`src/rtl/register_file_pkg.sv`:
```
// -----------------------------------------------------------------------------
// register_file_pkg
// Shared constants for the RISC-V integer register file.
//   DATA_WIDTH_32  : width of one architectural register
//   REGISTER_NUM   : number of architectural registers
//   REG_ADDR_WIDTH : register index width (clog2 of REGISTER_NUM)
//   ZERO_REG       : index of the hardwired-zero register x0
// Optional feature macro used by the register file: REGFILE_WRITE_BYPASS_EN
// -----------------------------------------------------------------------------
package register_file_pkg;

    localparam int DATA_WIDTH_32  = 32;
    localparam int REGISTER_NUM   = 32;
    localparam int REG_ADDR_WIDTH = 5;

    localparam logic [REG_ADDR_WIDTH-1:0] ZERO_REG = 5'd0;

    // True when the given index names x0, which never holds a value.
    function automatic logic isZeroReg(input logic [REG_ADDR_WIDTH-1:0] index);
        return (index == ZERO_REG);
    endfunction

endpackage

```
`src/rtl/register_file_read_port.sv`:
```
// -----------------------------------------------------------------------------
// register_file_read_port
// One combinational read port of the register file: selects a register from
// the flattened storage array and forces 0 when x0 is addressed.
// Ports:
//   regArray    (in)  : current register contents, one row per register
//   readIndex   (in)  : register index to read (rs1 or rs2)
//   writeEnable (in)  : write strobe        (only with REGFILE_WRITE_BYPASS_EN)
//   writeIndex  (in)  : write index (rd)    (only with REGFILE_WRITE_BYPASS_EN)
//   writeData   (in)  : data being written  (only with REGFILE_WRITE_BYPASS_EN)
//   readData    (out) : selected register value
// Macro: REGFILE_WRITE_BYPASS_EN enables write-first forwarding of writeData.
// -----------------------------------------------------------------------------
module register_file_read_port
    import register_file_pkg::*;
#(
    parameter int DATA_WIDTH   = DATA_WIDTH_32,
    parameter int REGISTER_NUM = register_file_pkg::REGISTER_NUM,
    parameter int ADDR_WIDTH   = REG_ADDR_WIDTH
) (
    input  logic [REGISTER_NUM-1:0][DATA_WIDTH-1:0] regArray,
    input  logic [ADDR_WIDTH-1:0]                   readIndex,
`ifdef REGFILE_WRITE_BYPASS_EN
    input  logic                                    writeEnable,
    input  logic [ADDR_WIDTH-1:0]                   writeIndex,
    input  logic [DATA_WIDTH-1:0]                   writeData,
`endif
    output logic [DATA_WIDTH-1:0]                   readData
);

    // Read mux: x0 is forced to zero explicitly rather than trusting storage.
    always_comb begin
        readData = regArray[readIndex];
        if (isZeroReg(readIndex)) begin
            readData = '0;
        end
`ifdef REGFILE_WRITE_BYPASS_EN
        // Forward the in-flight write so the reader sees it before the edge.
        else if (writeEnable && (writeIndex == readIndex)) begin
            readData = writeData;
        end
`endif
        else begin
            readData = regArray[readIndex];
        end
    end

endmodule

```
`src/rtl/register_file.sv`:
```
// -----------------------------------------------------------------------------
// register_file
// 32 x 32-bit RISC-V integer register file: two combinational read ports, one
// synchronous write port, x0 hardwired to zero, asynchronous active-low reset.
// Ports:
//   clk          (in)  : core clock, writes on the rising edge
//   rst_n        (in)  : asynchronous active-low reset, clears all registers
//   srcRegister1 (in)  : read port 1 index (rs1)
//   srcRegister2 (in)  : read port 2 index (rs2)
//   writeEnable  (in)  : write strobe
//   desRegister  (in)  : write index (rd); writes to x0 are dropped
//   writeData    (in)  : data to write
//   readData1    (out) : contents of srcRegister1
//   readData2    (out) : contents of srcRegister2
// Macro: REGFILE_WRITE_BYPASS_EN -> read ports forward writeData on an index
// match (write-first); undefined -> reads return the old value until the edge.
// ADDR_WIDTH must equal clog2(REGISTER_NUM) so every index is in range.
// -----------------------------------------------------------------------------
module register_file
    import register_file_pkg::*;
#(
    parameter int DATA_WIDTH   = DATA_WIDTH_32,
    parameter int REGISTER_NUM = register_file_pkg::REGISTER_NUM,
    parameter int ADDR_WIDTH   = REG_ADDR_WIDTH
) (
    input  logic                  clk,
    input  logic                  rst_n,
    input  logic [ADDR_WIDTH-1:0] srcRegister1,
    input  logic [ADDR_WIDTH-1:0] srcRegister2,
    input  logic                  writeEnable,
    input  logic [ADDR_WIDTH-1:0] desRegister,
    input  logic [DATA_WIDTH-1:0] writeData,
    output logic [DATA_WIDTH-1:0] readData1,
    output logic [DATA_WIDTH-1:0] readData2
);

    logic [REGISTER_NUM-1:0][DATA_WIDTH-1:0] regArray_r;
    logic                                    writeHit_s;

    // A write only lands when strobed and not aimed at x0.
    always_comb begin
        if (writeEnable && !isZeroReg(desRegister)) begin
            writeHit_s = 1'b1;
        end else begin
            writeHit_s = 1'b0;
        end
    end

    // Register storage: async clear, single synchronous write port.
    always_ff @(posedge clk or negedge rst_n) begin
        if (!rst_n) begin
            regArray_r <= '0;
        end else if (writeHit_s) begin
            regArray_r[desRegister] <= writeData;
        end
    end

    register_file_read_port #(
        .DATA_WIDTH   (DATA_WIDTH),
        .REGISTER_NUM (REGISTER_NUM),
        .ADDR_WIDTH   (ADDR_WIDTH)
    ) readPort1 (
        .regArray    (regArray_r),
        .readIndex   (srcRegister1),
`ifdef REGFILE_WRITE_BYPASS_EN
        .writeEnable (writeEnable),
        .writeIndex  (desRegister),
        .writeData   (writeData),
`endif
        .readData    (readData1)
    );

    register_file_read_port #(
        .DATA_WIDTH   (DATA_WIDTH),
        .REGISTER_NUM (REGISTER_NUM),
        .ADDR_WIDTH   (ADDR_WIDTH)
    ) readPort2 (
        .regArray    (regArray_r),
        .readIndex   (srcRegister2),
`ifdef REGFILE_WRITE_BYPASS_EN
        .writeEnable (writeEnable),
        .writeIndex  (desRegister),
        .writeData   (writeData),
`endif
        .readData    (readData2)
    );

endmodule

```
`config.mk`:
```
export PLATFORM = sky130hd
export DESIGN_NAME = register_file
export DESIGN_NICKNAME = d
export VERILOG_FILES = /design/src/rtl/register_file_pkg.sv /design/src/rtl/register_file_read_port.sv /design/src/rtl/register_file.sv
export SDC_FILE = /design/constraint.sdc
export NUM_CORES = 2
export LEC_CHECK = 0
export CAP_MARGIN = 20
export CELL_PAD_IN_SITES_DETAIL_PLACEMENT = 0
export CELL_PAD_IN_SITES_GLOBAL_PLACEMENT = 1
export CORE_MARGIN = 3
export CORE_UTILIZATION = 30
export CTS_BUF_LIST = sky130_fd_sc_hd__clkbuf_16
export DETAILED_ROUTE_END_ITERATION = 10
export PLACE_DENSITY_LB_ADDON = 0.1
export SETUP_SLACK_MARGIN = 0.1
export SYNTH_ARGS = -nofsm -noshare
export SYNTH_HDL_FRONTEND = slang
export SYNTH_SLANG_ARGS = --single-unit
export TNS_END_PERCENT = 100
```
`constraint.sdc`:
```
create_clock -name clk -period 2.3 [get_ports clk]
set_input_delay 0.345 -clock clk [delete_from_list [all_inputs] [get_ports clk]]
set_output_delay 0.345 -clock clk [all_outputs]
set_load 0.01 [all_outputs]
```
Yosys cells after proc, flatten, opt, wreduce, memory -nomap -nowiden
Index checks and enable logic that the tools add are counted.
{"block": "classes", "order_cmp": 4, "muxes": 10, "reduce_logical": 6}
{"operator": "1024-bit bitwise mux", "count": 1}
{"operator": "32-bit binary-select mux with 5-bit select", "count": 2}
{"operator": "32-bit demux with 5-bit select", "count": 1}
{"operator": "32-bit two-way mux", "count": 5}
{"operator": "5-bit by 6-bit < comparator with 1-bit output, second input constant", "count": 3}
{"operator": "5-bit zero test", "count": 3}
{"operator": "5-bit by 1-bit greater-or-equal comparator with 1-bit output, second input constant", "count": 1}
{"operator": "1-bit logical AND", "count": 2}
{"operator": "1-bit zero test", "count": 1}
{"operator": "1-bit two-way mux", "count": 1}
{"block": "word_totals", "reg_bits": 1024, "in_bits": 50, "out_inout_bits": 64}

Depth between registers and ports, before layout
{"block": "logic_depth", "word_depth": 5, "mapped_depth": 9, "ltp_nobuf": 4}

Hierarchy
A second synthesis with hierarchy kept.
{"block": "unflattened", "cells_unflattened": 3615, "area_unflattened_um2": 54810.1}
{"module": "register_file", "instances": 1, "cells_each": 2287, "area_per_inst_um2": 38074.0, "seq_area_each_um2": 25624.6}
{"module": "register_file_read_port", "instances": 2, "cells_each": 664, "area_per_inst_um2": 8368.0, "seq_area_each_um2": 0.0}

Least setup slack after synthesis
No wires, ideal clock.
{"block": "synth_path", "kind": "input to output", "start": "input port srcRegister2[0]", "end": "output port readData2[12]", "arrival_ns": 1.836, "t_required_ns": 1.955, "slack_ns": 0.119, "path_stages": 7, "n_path_buf": 4, "cell_sequence": "buf_4 > buf_12 > buf_8 > buf_2 > mux4_2 > o21ai_1 > a31oi_1"}
{"block": "synth_between", "elab_chain_len": 3, "elab_cells_between_ends": 4, "cone_classes": "3 x mux; 1 x reduce/logical"}
{"element": "start: declaration", "line_no": "register_file.sv:29", "source": "input logic [ADDR_WIDTH-1:0] srcRegister2,"}
{"element": "32-bit binary-select mux with 5-bit select"}
{"element": "32-bit two-way mux (not written as such)", "line_no": "register_file_read_port.sv:44", "source": "readData = regArray[readIndex];"}
{"element": "32-bit two-way mux (*)", "line_no": "register_file_read_port.sv:34", "source": "if (isZeroReg(readIndex)) begin"}
{"element": "end: declaration", "line_no": "register_file.sv:34", "source": "output logic [DATA_WIDTH-1:0] readData2"}
Every way passes the cells marked *; elsewhere a longest branch is shown, timed or not. The select of a mux whose other input is x is not followed.

Worst setup path after layout
{"block": "layout_path", "start": "register regArray_r[10] (netlist name)", "end": "output port readData2[10]"}
{"block": "layout_between", "elab_chain_len": 3}
{"element": "start: declaration", "line_no": "register_file.sv:37", "source": "logic [REGISTER_NUM-1:0][DATA_WIDTH-1:0] regArray_r;"}
{"element": "start signal: indexed assignment", "line_no": "register_file.sv:54", "source": "regArray_r[desRegister] <= writeData;"}
{"element": "32-bit binary-select mux with 5-bit select"}
{"element": "32-bit two-way mux (not written as such)", "line_no": "register_file_read_port.sv:44"}
{"element": "32-bit two-way mux", "line_no": "register_file_read_port.sv:34"}
No other way between the ends. The select of a mux whose other input is x is not followed.

==> flow_summary.ini <==
[logic_synthesis]
ys.flop_type = dfrtp_1
synth_async_sr_flop_share_pct = 100
yosysSeqAreaShare_pct = 47.2
netlist_area_sq_um = 54300
ys_warn_count = 0
ys_types = 35
avgSynthCellArea_sq_um = 15.2
synth_cells = 3578
synthesis.nets = 3628
synth_edf_count = 0
yosys_register_bits = 1024

[cells_and_area]
top_regs = regArray_r: 1024 flops
fill_cells = 16600
antenna_cells = 0
syn_to_final_growth_pct = 31.3
drive_above_1_share_pct = 64.9
top_register = regArray_r
instances_no_fill = 6715
largest_reg_flops = 1024
nNetsFinal = 4313
fin_area_sq_um = 71300

[route]
dr.first_iter.drc_count = 2482
routed_wl_mm = 233
drtAntennaViolNets = 0
routed_via_density = 5.61
drcViolationCount = 0
via_count = 37600
dr.pass1.iters = 5
wire_per_inst_um = 34.7

[floorplanning]
die_y_um = 431
die_area_sq_um = 186000
die_w_um = 431
fp-row-count = 155
core_area_sq_um = 179000
start_util_pct = 30.3
design.portCount = 114

[worst_setup_path]
cp.required_ns = 1.96
cp.arrival_ns = 2.62
critPathCaptureType = primary output
critPathLaunchType = register
crit_fanout = 2
path_class = reg2out

[sta]
fmax_mhz = 338
worst_slack_ns = -0.662
fin_skew_ns = 0
drv_slew = 0
finalCritPeriodShare_pct = 129
setup_viol = 64
tightest_slew_ns = 0.813
hold_viol = 0
fin_crit_ns = 2.96
rsz0062_at_grt = true
slew-limit-headroom_pct = 45.8

[grt]
overflow = 0
grt_pass1_vias = 41100
grt_max_degree = 116
grt_antenna_before_repair = 4
grt.total_usage_pct = 24.9
grt_pass1_wl_mm = 329

[placement]
port_buffers = 113
pre_cts_ws_ns = -1.47
post-dp-hpwl_mm = 160
place.gp.congestion = 0.835
place_inst = 6459
placed_cell_area_sq_um = 65300

[clock_tree]
clk_latency_ns = 0.77
cts_tree = yes
cts_buffers = 131
clockRootBuffer = clkbuf_16
cts_max_level = 4
cts.sinks = 1024
clock_path_buffers = 3
cts.clk_slew.worst_paths_ns = 0.06

[flow_run]
maxCapViolations = 0

[power_and_ir_drop]
p_leak_uw = 0.0310
powerDensity_nw_per_um2 = 825
ir_worst_vdd_uv = 813

[run_status]
violations = negative setup slack
status = finished, violations left

[worst_hold_path]
hold_class = in2async
timing repair:
item	CTS	global route
buffers inserted	14	12
gates resized for setup	551	111
hold buffers	1	0
endpoints found under the setup margin	64	64
endpoints found under the hold margin	286	0
pin swaps	90	60
kinds of logic (layout without fill, tap and decap cells):
| kind of cell | Yosys count | after routing | synth area share, % |
|---|---|---|---|
| and+or+nand+nor | 128 | 128 | 1.18 |
| DFF | 1024 | 1024 | 47.2 |
| buffers and inverters | 425 | 1207 | 3.68 |
| muxes | 1664 | 1664 | 43.4 |
| AOI/OAI and AO/OA | 337 | 337 | 4.58 |
metrics by stage:
| stage | util [%] | hold slack (ns) | setup TNS, ns | power (uW) |
|---|---|---|---|---|
| floorplan | - | 0.0494 | 0 | 31300 |
| global placement | 36.4 | 0.308 | -97.20 | 37500 |
| detailed placement | 36.4 | 0.308 | -99.17 | 38000 |
| CTS | 39.4 | 0.0842 | -36.55 | 59000 |
| global route | 39.8 | 0.112 | -36.24 | 61300 |
| finish | 39.8 | 0.126 | -31.05 | 58800 |
worst max-delay path, stage by stage, from the launching register on:
cell	delay, ns
dfrtp_1	0.40
buf_6	0.12
mux4_2	0.46
mux2i_2	0.22
a221o_1	0.23
a31oi_2	0.06
buf_4	0.22
buf_6	0.13
final cells by class:
class | instances | area [sq um] | share of cell area (%)
clock buffers | 140 | 3500 | 4.92
inverters | 2 | 12.5 | 0.0176
multi-input cells | 2129 | 28500 | 40.0
clock inverters | 90 | 562 | 0.788
repair buffers | 975 | 10100 | 14.1
flip-flops and latches | 1024 | 25600 | 36.0
well taps | 2355 | 2950 | 4.13
cell usage after synthesis, types with 2 or more instances:
library cell | number | share of area (%)
dfrtp_1 | 1024 | 47
mux2_2 | 1024 | 21
mux4_2 | 448 | 19
clkbuf_1 | 218 | 1.5
mux2i_1 | 192 | 3.5
buf_2 | 102 | 0.94
a22oi_1 | 64 | 0.88
o21ai_0 | 56 | 0.52
buf_1 | 50 | 0.35
a221oi_1 | 49 | 0.79
nand2_1 | 46 | 0.32
buf_4 | 41 | 0.57
nor2b_1 | 37 | 0.43
a211oi_1 | 32 | 0.44
a221o_1 | 32 | 0.59
a311oi_1 | 32 | 0.52
a31oi_1 | 32 | 0.37
o21ai_1 | 25 | 0.23
nor2_1 | 24 | 0.17
o2111ai_1 | 15 | 0.24
buf_6 | 6 | 0.12
buf_8 | 4 | 0.11
nand3b_1 | 4 | 0.055
nor3b_1 | 4 | 0.055
and2_1 | 2 | 0.023
and3b_1 | 2 | 0.032
buf_12 | 2 | 0.074
inv_1 | 2 | 0.014
nand3_1 | 2 | 0.018
or2_2 | 2 | 0.023
final timing paths:
kind | start | end | slack (ns) | cells past startpoint
max | regArray_r[10] | readData2[10] | -0.66 | 7
min | rst_n | regArray_r[468] | 0.13 | 2
max reg2reg | regArray_r[427] | regArray_r[427] | 1.30 | 3
min reg2reg | regArray_r[5] | regArray_r[5] | 0.40 | 0
max in group asynchronous | rst_n | regArray_r[886] | 1.10 | 3
min in group clk | regArray_r[5] | regArray_r[5] | 0.40 | 0
layout by cell type (no fill, tap or decap), drive strengths merged:
| cell type | synthesis | layout |
|---|---|---|
| or2 | 2 | 2 |
| nor2b | 37 | 37 |
| mux2i | 192 | 192 |
| nand2b | 1 | 1 |
| a221oi | 49 | 49 |
| a211oi | 32 | 32 |
| clkinvlp | 0 | 4 |
| and3b | 2 | 2 |
| or4 | 1 | 1 |
| clkdlybuf4s50 | 0 | 38 |
| inv | 2 | 30 |
| nor3b | 4 | 4 |
| dlygate4sd3 | 0 | 1 |
| mux4 | 448 | 448 |
| nor3 | 1 | 1 |
| a311oi | 32 | 32 |
| and2 | 2 | 2 |
| nand3b | 4 | 4 |
| o21ai | 81 | 81 |
| and3 | 1 | 1 |
| clkbuf | 218 | 140 |
| or3b | 1 | 1 |
| clkinv | 0 | 52 |
| nand3 | 2 | 2 |
| buf | 205 | 936 |
| bufinv | 0 | 6 |
| nor2 | 24 | 24 |
| o2111ai | 15 | 15 |
| a221o | 32 | 32 |
| a22oi | 64 | 64 |
| mux2 | 1024 | 1024 |
| nand2 | 46 | 46 |
| a31oi | 32 | 32 |
| dfrtp | 1024 | 1024 |
power breakdown:
| part | switching (uW) | internal (uW) | leakage, uW |
|---|---|---|---|
| clock | 8450 | 11600 | 0.00210 |
| sequential | 2600 | 21500 | 0.0131 |
| combinational | 5970 | 8800 | 0.0158 |
| total | 17000 | 41800 | 0.0310 |
layer usage:
layer,vias up,wire length [um],global-route usage (%)
met3,385,9710,3.27
met1,20800,101000,33.5
met4,0,9220,9.26
met2,1102,113000,41.2
met5,-,0,0
li1,15300,-,-
No activity file was read; power rests on OpenSTA's default activity.
